$ cat config.mk
export PLATFORM = sky130hd
export DESIGN_NAME = sample_buffer
export DESIGN_NICKNAME = d
export VERILOG_FILES = /design/src/rtl/sample_buffer.sv
export SDC_FILE = /design/constraint.sdc
export NUM_CORES = 1
export LEC_CHECK = 0
export CORE_MARGIN = 1.5
export CORE_UTILIZATION = 57
export DETAILED_ROUTE_END_ITERATION = 16
export PLACE_DENSITY_LB_ADDON = 0.08
export SLEW_MARGIN = 20
export SYNTH_ARGS = -nofsm -noshare
export SYNTH_HDL_FRONTEND = slang
export SYNTH_SLANG_ARGS = --single-unit
$ cat constraint.sdc
create_clock -name clk -period 6.05 [get_ports clk]
set_clock_uncertainty 0.2 [all_clocks]
set_input_delay 1.21 -clock clk [delete_from_list [all_inputs] [get_ports clk]]
set_output_delay 1.21 -clock clk [all_outputs]
set_load 0.03 [all_outputs]
$ cat src/rtl/sample_buffer.sv
// sample_buffer: elastic PCM sample FIFO between the sample generator and
// the AC97 codec interface. The generator pushes with valid/ready; each codec
// frame-accept pulse pops one sample onto the registered sample_out. The
// buffer primes to half-full (FILL) before playback starts (RUN), and counts
// underruns with a saturating 16-bit counter.
//
// Optional feature macro: SAMPLE_BUFFER_HOLD_EN
//   defined   - during FILL and on underrun the last sample_out is repeated
//               (avoids clicks)
//   undefined - during FILL and on underrun the codec gets silence (0)
module sample_buffer #(
  parameter  int WIDTH = 16,
  parameter  int DEPTH = 8,
  localparam int AW    = $clog2(DEPTH)
) (
  input  logic             clk,
  input  logic             reset,
  input  logic [WIDTH-1:0] in_sample,
  input  logic             in_valid,
  output logic             in_ready,
  input  logic             accept,
  output logic [WIDTH-1:0] sample_out,
  output logic [AW:0]      level,
  output logic             primed,
  output logic [15:0]      underrun_count,
  input  logic             clear_stats
);

  localparam logic [AW:0] FULL_LEVEL = (AW+1)'(DEPTH);
  localparam logic [AW:0] HALF_LEVEL = (AW+1)'(DEPTH / 2);

  typedef enum logic {
    FILL = 1'b0,
    RUN  = 1'b1
  } state_t;

  state_t           state_reg;
  logic [WIDTH-1:0] mem [DEPTH];
  logic [AW:0]      wr_ptr_reg;
  logic [AW:0]      rd_ptr_reg;
  logic [AW:0]      level_w;
  logic             full;
  logic             empty;
  logic             push;
  logic             pop;
  logic             underrun;
  logic [WIDTH-1:0] fill_value;
  logic [WIDTH-1:0] sample_out_reg;
  logic [15:0]      underrun_count_reg;
  logic [15:0]      underrun_count_next;

  // Pointers carry one extra MSB so that full and empty are distinguishable;
  // the subtraction wraps naturally modulo 2^(AW+1).
  assign level_w = wr_ptr_reg - rd_ptr_reg;
  assign full    = (level_w == FULL_LEVEL);
  assign empty   = (level_w == '0);

  // A full buffer refuses the push even if the codec pops in the same cycle,
  // which keeps in_ready purely register-derived.
  assign push     = in_valid & ~full;
  assign pop      = accept & (state_reg == RUN) & ~empty;
  assign underrun = accept & (state_reg == RUN) & empty;

`ifdef SAMPLE_BUFFER_HOLD_EN
  assign fill_value = sample_out_reg;
`else
  assign fill_value = '0;
`endif

  // Sample storage: plain write port, no reset so it maps onto block RAM.
  always_ff @(posedge clk) begin
    if (push) begin
      mem[wr_ptr_reg[AW-1:0]] <= in_sample;
    end
  end

  // Read/write pointer advance on accepted push and successful pop.
  always_ff @(posedge clk or negedge reset) begin
    if (!reset) begin
      wr_ptr_reg <= '0;
      rd_ptr_reg <= '0;
    end else begin
      if (push) begin
        wr_ptr_reg <= wr_ptr_reg + 1'b1;
      end
      if (pop) begin
        rd_ptr_reg <= rd_ptr_reg + 1'b1;
      end
    end
  end

  // FILL/RUN control with the registered codec sample: FILL waits for
  // half-full, RUN pops per accept and falls back to FILL on an empty accept.
  always_ff @(posedge clk or negedge reset) begin
    if (!reset) begin
      state_reg      <= FILL;
      sample_out_reg <= '0;
    end else begin
      case (state_reg)
        FILL: begin
          if (accept) begin
            sample_out_reg <= fill_value;
          end
          if (level_w >= HALF_LEVEL) begin
            state_reg <= RUN;
          end
        end
        RUN: begin
          if (accept) begin
            if (!empty) begin
              sample_out_reg <= mem[rd_ptr_reg[AW-1:0]];
            end else begin
              sample_out_reg <= fill_value;
              state_reg      <= FILL;
            end
          end
        end
        default: state_reg <= FILL;
      endcase
    end
  end

  // Saturating underrun count; a clear in the same cycle as an underrun wins.
  always_comb begin
    underrun_count_next = underrun_count_reg;
    if (clear_stats) begin
      underrun_count_next = '0;
    end else if (underrun && (underrun_count_reg != 16'hFFFF)) begin
      underrun_count_next = underrun_count_reg + 16'd1;
    end
  end

  // Underrun counter register.
  always_ff @(posedge clk or negedge reset) begin
    if (!reset) begin
      underrun_count_reg <= '0;
    end else begin
      underrun_count_reg <= underrun_count_next;
    end
  end

  assign in_ready       = ~full;
  assign level          = level_w;
  assign primed         = (state_reg == RUN);
  assign sample_out     = sample_out_reg;
  assign underrun_count = underrun_count_reg;

endmodule

==> results.py <==
metrics = {
    "outcome": {
        "status": "finished clean",
    },
    "synthesis": {
        "yosysTopAreaCellShare": 0.556,
        "ys_seq_elements": 169,
        "syn_avg_cell_area_sq_um": 17.1,
        "synth_top_area_cell": "edfxtp_1",
        "synth.top_cells.by_area": "edfxtp_1 (56%), dfrtp_1 (15%), mux4_2 (10%)",
        "syn_inst": 405,
        "asyncSetResetFlopFracSynth": 0.243,
        "syn_nets": 433,
        "synthDistinctLibCells": 41,
        "synth.most_common_cell": "edfxtp_1",
        "yosys_warnings": 0,
        "synth_top_flop_cell": "edfxtp_1",
        "ys_seq_area_frac": 0.704,
        "syn_area_sq_mm": 0.00692,
        "synth_edf_count": 128,
        "ys_top_cells_by_count": "edfxtp_1 (128), dfrtp_1 (41), mux4_2 (32), inv_1 (25)",
    },
    "global_route": {
        "antenna_found_initial": 0,
        "grt_pass1_vias": 3867,
        "grt_max_degree": 42,
        "grt_use_total": 0.228,
        "grt_pass1_wl_um": 21100,
        "grt_overflow_total": 0,
    },
    "sta": {
        "layout_setup_ws_ns": 1.28,
        "worst-slew-pin-transition_ns": 1.12,
        "fin_crit_sh": 0.788,
        "finalHoldViolCount": 0,
        "slew_headroom": 0.238,
        "finalSetupViolCount": 0,
        "slew_violations": 0,
        "timing.fmax_ghz": 0.210,
        "min_period_ns": 4.77,
        "rsz0062_at_grt": "false",
        "finalSetupTns_ns": 0,
    },
    "floorplan": {
        "start_util": 0.581,
        "die_w_um": 113,
        "die_h_um": 113,
        "placementRows": 40,
        "pin_count": 59,
        "die_area_sq_mm": 0.0128,
        "coreArea_sq_mm": 0.0119,
    },
    "placed_design": {
        "pre_cts_slack_ns": 1.75,
        "gp_congestion": 0.801,
        "io_buffers": 58,
        "hpwl_um": 7740,
        "placed_area_sq_mm": 0.00768,
    },
    "cts": {
        "clockRootBuffer": "clkbuf_16",
        "hold_buffers": 0,
        "clk_path_buf_depth": 2,
        "tritoncts": "built",
        "post-cts-setup-buffer-count": 0,
        "h-tree-depth": 4,
        "cts-resized-gates": 0,
        "cts.sinks": 169,
        "clkLatencyLatePin_ns": 0.43,
        "cts.clk_slew.worst_paths_ns": 0.06,
        "numCtsBuffers": 17,
    },
    "critical_path": {
        "critPathMaxStageDelay_ns": 0.61,
        "reg2reg_to": "mem[7][15]",
        "cp-start-kind": "register",
        "worstPathArrival_ns": 3.36,
        "critPathBufInv": 3,
        "crit_family": "buffers and inverters",
        "cp_max_fo": 8,
        "reg2reg_depth": 8,
        "path_cells": "inv_1 > ha_1 > inv_1 > fa_1 > or3_1 > or3_1 > clkdlybuf4s50_1",
        "worstSetupPathType": "reg -> out",
        "crit_start": "wr_ptr_reg[0]",
        "rrSetupSlack_ns": 1.85,
        "cp-end-kind": "output pin",
        "r2r_start": "wr_ptr_reg[0]",
        "worst_path_max_delay_cell": "clkdlybuf4s50_1",
        "crit_required_ns": 4.64,
    },
    "cells_and_area": {
        "diodes": 0,
        "layout.nets": 496,
        "drive_gt1_frac": 0.183,
        "fin_area_sq_mm": 0.00832,
        "largest_register_ff_count": 128,
        "area_delta_synth_final_pct": 20.3,
    },
    "worst_hold_path": {
        "hold_path.class": "reg -> reg",
        "holdPathEnd": "sample_out[9]",
        "holdCritStartpoint": "sample_out[9]",
        "hold_depth": 2,
    },
    "routing": {
        "via_per_inst": 6.01,
        "drt-pass1-iter-count": 4,
        "drc": 0,
        "drt_iter0_drc": 268,
        "wl_per_cell_um": 21.3,
        "antenna_left": 0,
        "wl_um": 13300,
        "vias": 3775,
    },
    "power_and_ir_drop": {
        "power_leakage_nw": 2.91,
        "power_per_cell_area_mw_per_mm2": 513,
        "ir_drop_uv": 282,
        "p_total_mw": 4.27,
    },
    "run": {
        "cap_violations": 0,
    },
}
cell type report:
class                           count  area [sq um]
Clock buffer                       21           450
Clock inverter                     11           171
Fill cell                         800          3590
Inverter                           26          97.6
Multi-Input combinational cell    188          1900
Sequential cell                   169          4870
Tap cell                          147           184
Timing Repair Buffer               66           642
cells by family (layout without fill, tap and decap cells):
| group | count (synthesis) | count (layout) | share of synthesized area |
|---|---|---|---|
| AOI/OAI and AO/OA | 48 | 48 | 0.0467 |
| adders and majority gates | 7 | 7 | 0.0137 |
| buffers and inverters | 48 | 124 | 0.0297 |
| DFF | 169 | 169 | 0.704 |
| xor gates and xnor gates | 10 | 10 | 0.0127 |
| and+or+nand+nor | 69 | 69 | 0.0561 |
| muxes | 54 | 54 | 0.137 |
layout by cell type (no fill, tap or decap), types with 4 or more instances in the layout:
| cell type | instances |
|---|---|
| a21oi_1 | 13 |
| and3_1 | 6 |
| buf_4 | 8 |
| bufinv_16 | 4 |
| clkbuf_16 | 17 |
| clkdlybuf4s50_1 | 57 |
| dfrtp_1 | 40 |
| edfxtp_1 | 128 |
| ha_1 | 6 |
| inv_1 | 25 |
| mux2_2 | 6 |
| mux2i_1 | 16 |
| mux4_2 | 32 |
| nand2_1 | 8 |
| nand3_1 | 6 |
| nand4_1 | 5 |
| nor2_1 | 15 |
| o22ai_1 | 16 |
| o31ai_1 | 10 |
| or4_1 | 10 |
| xnor2_1 | 5 |
| xor2_1 | 5 |
worst max path at each step:
stage                 to  slack, ns  cells past startpoint
6_report        in_ready       1.28                      7
3_3_place_gp    in_ready       1.81                      7
3_5_place_dp    in_ready       1.75                      7
2_1_floorplan  mem[0][0]       1.41                      8
4_1_cts         in_ready       1.27                      7
5_1_grt         in_ready       1.11                      7
per-layer routing:
metal | vias up | GRT usage | part of all wire
li1 | 1735 | - | -
met5 | - | 0 | 0
met1 | 1943 | 0.290 | 0.42
met3 | 17 | 0.0530 | 0.033
met2 | 80 | 0.386 | 0.53
met4 | 0 | 0.0900 | 0.014
per-stage QoR:
stage | instances | hold slack, ns | util
final | 628 | 0.322 | 0.698
after CTS | 627 | 0.329 | 0.697
after detailed placement | 595 | 0.319 | 0.645
after global routing | 628 | 0.342 | 0.698
after floorplan | 405 | 0.298 | -
after global placement | 595 | 0.314 | 0.645
worst min-delay path: cells and delay by family, from the launching register on:
family / cells / cell delay [ns]
compound gates: 1 / 0.06
flops: 1 / 0.37
buf+inv: 1 / 0.05
power breakdown:
group,internal [mW],switching (mW)
Combinational,0.649,0.879
Sequential,1.50,0.112
Clock,0.702,0.423
Total,2.85,1.41
No activity file was read; power rests on OpenSTA's default activity.
